## config.mk

```make
export PLATFORM = sky130hd
export DESIGN_NAME = seed_expand_gen
export DESIGN_NICKNAME = d
export VERILOG_FILES = /design/src/rtl/seed_expand_gen.sv
export SDC_FILE = /design/constraint.sdc
export NUM_CORES = 2
export LEC_CHECK = 0
export CAP_MARGIN = 20
export CORE_AREA = 2 2 727 729
export DETAILED_ROUTE_END_ITERATION = 10
export DIE_AREA = 0 0 729 731
export PLACE_DENSITY = 0.33
export SYNTH_ARGS = -nofsm -noshare
export SYNTH_HDL_FRONTEND = slang
export SYNTH_SLANG_ARGS = --single-unit
```

## constraint.sdc

```tcl
create_clock -name clk -period 3.1 [get_ports clk]
set_clock_uncertainty 0.05 [all_clocks]
set_input_delay 0.93 -clock clk [delete_from_list [all_inputs] [get_ports clk]]
set_output_delay 0.93 -clock clk [all_outputs]
set_load 0.01 [all_outputs]
```

## src/rtl/seed_expand_gen.sv

```systemverilog
// WOTS seed expander: derives seed_i = PRF(key, idx_base + i) for a run-time count of seeds
// through the shared sha256XMSS core, writing them to seed memory or streaming them out.
module seed_expand_gen #(
  parameter int SEED_NUM              = 67,
  parameter int KEY_LEN               = 256,
  parameter int XMSS_HASH_PADDING_PRF = 3,
  parameter int AW                    = $clog2(SEED_NUM),
  parameter int CW                    = $clog2(SEED_NUM + 1)
) (
  input  logic               clk,
  input  logic               reset,
  input  logic               start,
  input  logic               abort,
  input  logic               mode,
  input  logic [KEY_LEN-1:0] input_key,
  input  logic [31:0]        idx_base,
  input  logic [CW-1:0]      seed_count,
  output logic               busy,
  output logic               done,
  output logic               hash_start,
  output logic [1023:0]      hash_data_in,
  output logic               message_length,
  input  logic               hash_done,
  input  logic [KEY_LEN-1:0] hash_data_out,
  output logic [KEY_LEN-1:0] seed_wr_data,
  output logic [AW-1:0]      seed_mem_wr_addr,
  output logic               seed_mem_wr_en,
  output logic               seed_valid,
  input  logic               seed_ready,
  output logic [AW-1:0]      seed_index
);

  typedef enum logic [2:0] {
    ST_IDLE   = 3'd0,
    ST_LAUNCH = 3'd1,
    ST_WAIT   = 3'd2,
    ST_EMIT   = 3'd3,
    ST_FIN    = 3'd4,
    ST_DRAIN  = 3'd5
  } state_t;

  state_t             state_r, state_s;
  logic [KEY_LEN-1:0] key_r, seed_r, msg_key_s;
  logic [31:0]        base_r, msg_idx_s;
  logic [CW-1:0]      count_r, n_s, idx_next_s;
  logic [AW-1:0]      idx_r;
  logic               mode_r, busy_r, done_r, hash_start_r, wr_en_r, valid_r;
  logic               emit_fire_s, more_s;
  logic [1023:0]      msg_r, msg_s;

  // Run length clamp, emit handshake and the PRF message for the next launch
  always_comb begin
    n_s         = seed_count;
    idx_next_s  = CW'(idx_r) + CW'(1'b1);
    more_s      = (idx_next_s < count_r);
    emit_fire_s = (state_r == ST_EMIT) && !abort && (!mode_r || seed_ready);
    msg_key_s   = key_r;
    msg_idx_s   = base_r + 32'(idx_next_s);
    if (seed_count > CW'(SEED_NUM)) begin
      n_s = CW'(SEED_NUM);
    end else begin
      n_s = seed_count;
    end
    // The first launch comes straight from IDLE, before key/base are latched
    if (state_r == ST_IDLE) begin
      msg_key_s = input_key;
      msg_idx_s = idx_base;
    end else begin
      msg_key_s = key_r;
      msg_idx_s = base_r + 32'(idx_next_s);
    end
    msg_s = {256'(XMSS_HASH_PADDING_PRF), msg_key_s, 224'd0, msg_idx_s, 256'd0};
  end

  // Next-state logic
  always_comb begin
    state_s = state_r;
    case (state_r)
      ST_IDLE: begin
        if (start) begin
          state_s = (n_s == CW'(1'b0)) ? ST_FIN : ST_LAUNCH;
        end else begin
          state_s = ST_IDLE;
        end
      end
      ST_LAUNCH: state_s = abort ? ST_IDLE : ST_WAIT;
      ST_WAIT: begin
        if (abort) begin
          state_s = hash_done ? ST_IDLE : ST_DRAIN;
        end else if (hash_done) begin
          state_s = ST_EMIT;
        end else begin
          state_s = ST_WAIT;
        end
      end
      ST_EMIT: begin
        if (abort) begin
          state_s = ST_IDLE;
        end else if (emit_fire_s) begin
          state_s = more_s ? ST_LAUNCH : ST_FIN;
        end else begin
          state_s = ST_EMIT;
        end
      end
      ST_FIN:   state_s = ST_IDLE;
      ST_DRAIN: state_s = hash_done ? ST_IDLE : ST_DRAIN;
      default:  state_s = ST_IDLE;
    endcase
  end

  // State, latched run parameters, datapath and registered output flags
  always_ff @(posedge clk) begin
    if (reset) begin
      state_r      <= ST_IDLE;
      key_r        <= '0;
      base_r       <= 32'd0;
      count_r      <= '0;
      mode_r       <= 1'b0;
      idx_r        <= '0;
      seed_r       <= '0;
      msg_r        <= '0;
      busy_r       <= 1'b0;
      done_r       <= 1'b0;
      hash_start_r <= 1'b0;
      wr_en_r      <= 1'b0;
      valid_r      <= 1'b0;
    end else begin
      state_r      <= state_s;
      busy_r       <= (state_s != ST_IDLE) && (state_s != ST_FIN);
      done_r       <= (state_s == ST_FIN);
      hash_start_r <= (state_s == ST_LAUNCH);
      wr_en_r      <= (state_s == ST_EMIT) && !mode_r;
      valid_r      <= (state_s == ST_EMIT) && mode_r;
      if ((state_r == ST_IDLE) && start) begin
        key_r   <= input_key;
        base_r  <= idx_base;
        count_r <= n_s;
        mode_r  <= mode;
        idx_r   <= '0;
      end
      if (state_s == ST_LAUNCH) begin
        msg_r <= msg_s;
      end
      if ((state_r == ST_WAIT) && hash_done && !abort) begin
        seed_r <= hash_data_out;
      end
      if (emit_fire_s && more_s) begin
        idx_r <= AW'(idx_next_s);
      end
    end
  end

  // A same-cycle abort must suppress the write or handshake of the seed being emitted
  assign seed_mem_wr_en   = wr_en_r & ~abort;
  assign seed_valid       = valid_r & ~abort;
  assign busy             = busy_r;
  assign done             = done_r;
  assign hash_start       = hash_start_r;
  assign hash_data_in     = msg_r;
  assign message_length   = 1'b1;
  assign seed_wr_data     = seed_r;
  assign seed_mem_wr_addr = idx_r;
  assign seed_index       = idx_r;

endmodule

```

==> metrics <==
status=finished, violations left; failing checks=setup timing; Starting Density=0.07669; ys flop type=dfxtp_1; Final Power=0.03582 W; share of layout cells above drive strength 1=0.1552; synth warn=0; storage element area=17150 um2; Int Pwr=0.02456 W; Static Leak=22.96 nW; final design utilization=0.1267; Syn Inst Count=5011; Layout area overhead=65.17%; final std cells w/o fill=13380; synthesized flop and latch total=856; Async SR Flop Fraction=0; hold_buf cts=0; DR pass1 iterations=5; DRC errors left=0; Max-Cap Viols=0; worst reg-to-reg path cell count=15; H-tree depth=4; switching share of power=0.3143; DRT iter0 DRCs=1796; Final Cell Area=66650 um2; core footprint=526200 um2; Crit Path Class=reg2reg; Port Buffers=1122; clock buffer depth=4; Final Hold Viols=0; clk sinks=856; sequential power share=0.344; TritonCTS Buffers=134; initial antenna violation count=274; Commonest cells post-synth=1638 x nand2_1, 856 x dfxtp_1, 844 x a21oi_1; WHS Path Cells=2; Mapped Avg Cell Area=8.053 um2; WL final=338700 um; Reg clk slew, reported paths=0.06 ns; Achievable Freq=301.2 MHz; leading area contributor after synthesis=dfxtp_1; Fillers=60370; Tmin final=3.320 ns; worst vdd ir=0.3467 mV; Sw Pwr=0.01126 W; largest fanout on the critical path=8; Logic pwr share=0.207; die height=731 um; Slew @ Worst Pin=1.153 ns; pwr/cell area=537.4 nW/um2; largest cells by area after synthesis=dfxtp_1 42%, nand2_1 15%, buf_4 14%, a21oi_1 10%, a311oi_2 7.3%; Die Footprint=532900 um2; GPL Wtd Cong=0.8524; CTS Root Cell=clkbuf_16; Global Route Usage Sum=0.1198; first-pass GRT wire length=414600 um; Slew headroom=0.2314; post-synth cell types=68; GRT overflow=0; TritonCTS clock tree=built; routed vias=38780; Post-Place Cells=13000; largest net degree at the start of global routing=136; Clk pwr share=0.449; Routed Antenna Nets=0; number of enable flip-flop cells after synthesis=0; DPL Wire Length=273800 um; Critical Path RT=3.75 ns; routed len/inst=25.31 um; cell with the most instances after synthesis=nand2_1; WP data arrival=3.97 ns; DP Area=58880 um2; Row Count=267; crit end category=flip-flop; DR vias/cell=2.898; # nets final=6812; Tcrit/Tclk final=1.071; area of the multi-input gates=19710 um2; Max Transition Viols Final=0; share of the yosys chip area belonging to registers=0.4247; Mapped Area=40350 um2; endpoints failing setup=286; worst setup slack after layout=-0.2197 ns; RSZ-0062 raised after global routing=true; Setup crit start kind=flip-flop; number of global-route vias before repair=36310; HP Class=reg2reg; top-area cell type share of the netlist area=0.4247; Die X=729 um; Boundary Pins=1858; Clock Latency Late Sink=0.85 ns
stage by stage:
step | hold WS (ns) | setup TNS (ns) | worst slack [ns]
4_1_cts | 0.3590 | -34.47 | -0.1894
2_1_floorplan | 0.3764 | -0.6823 | -0.01775
3_3_place_gp | 0.3917 | -166.21 | -0.6284
3_5_place_dp | 0.3967 | -163.31 | -0.6158
5_1_grt | 0.3911 | -74.47 | -0.3355
6_report | 0.3692 | -35.22 | -0.2197
power by group through the flow:
stage / combinational, W / sequential, W / clock [W]
after floorplan: 0.00345 / 0.0125 / 0
after global placement: 0.00671 / 0.0125 / 0
after detailed placement: 0.00671 / 0.0125 / 0
after CTS: 0.00744 / 0.0123 / 0.0168
after global routing: 0.00808 / 0.0124 / 0.0171
final: 0.00743 / 0.0123 / 0.0161
layer usage:
| layer | global-route usage | wire (um) |
|---|---|---|
| met3 | 0.07279 | 45670 |
| met2 | 0.1903 | 151800 |
| met4 | 0.02468 | 7735 |
| met1 | 0.1370 | 132500 |
| met5 | 0 | 1048 |
layout by cell type (no fill, tap or decap), types with 13 or more instances in the layout:
cell,synthesis,layout
nand2_1,1638,1636
a21oi_1,844,767
clkbuf_8,0,27
a311oi_2,197,204
buf_16,0,32
conb_1,2,735
dfxtp_1,856,851
clkdlybuf4s50_1,0,1077
a2111o_1,13,13
clkbuf_16,0,151
nor2_1,34,30
buf_12,0,95
o21ai_0,30,26
a21oi_4,0,24
clkbuf_1,302,29
buf_4,761,208
xnor2_1,20,19
inv_1,14,13
a311oi_1,62,55
a21oi_2,2,55
buf_8,0,14
diode_2,0,49
buf_6,7,44
final cells by class:
class                      count  share of cell area
inverter                      14           0.0008448
clock buffer                 192             0.05827
timing repair buffer        1489              0.2451
multi-input combinational   3743              0.2957
tap                         6994              0.1313
clock inverter                45            0.009687
sequential                   856              0.2572
antenna                       49            0.001840
kinds of logic after synthesis:
group	count (synthesis)	synth area share
AND/OR/NAND/NOR	1749	0.1696
AO/OA/AOI/OAI	1215	0.2140
buffers and inverters	1145	0.1802
flip-flops	856	0.4247
XOR/XNOR	26	0.005643
adder cells (fa/ha/maj)	16	0.005147
other	2	0.0001861
multiplexers	2	0.0004961
critical path, cell delays in order (launching register included):
cell       delay [ns]
dfxtp_4          0.36
ha_4             0.14
nand3_4          0.08
and2_4           0.17
or2_4            0.26
ha_4             0.22
a211oi_2         0.23
o21bai_2         0.14
a21oi_4          0.24
buf_6            0.15
o211a_4          0.22
buf_8            0.16
clkbuf_16        0.23
clkbuf_16        0.21
a21oi_1          0.08
a311oi_2         0.20
path summary, 6_finish.rpt:
kind                 startpoint           endpoint  slack, ns
setup reg to reg  seed_index[0]  hash_data_in[568]      -0.22
setup / recovery  seed_index[0]  hash_data_in[568]      -0.22
hold / removal       key_r[240]  hash_data_in[752]       0.37
hold reg to reg      key_r[240]  hash_data_in[752]       0.37
timing repair:
action                     4_1_cts  5_1_grt
buffers inserted                50       25
resized for setup              207      134
cloned                          29       15
setup endpoints to repair      343      312
pin swaps                      104      117
sequential cells by signal, indices dropped and copies added, names as in the netlist:
signal and flops:
base_r 32, seed_wr_data 256, done 1, state_r 3, mode_r 1, seed_index 7, key_r 256, hash_start 1
count_r 7, busy 1, valid_r 1, hash_data_in 289, wr_en_r 1
Note: power is estimated with default switching activity, not from simulation.
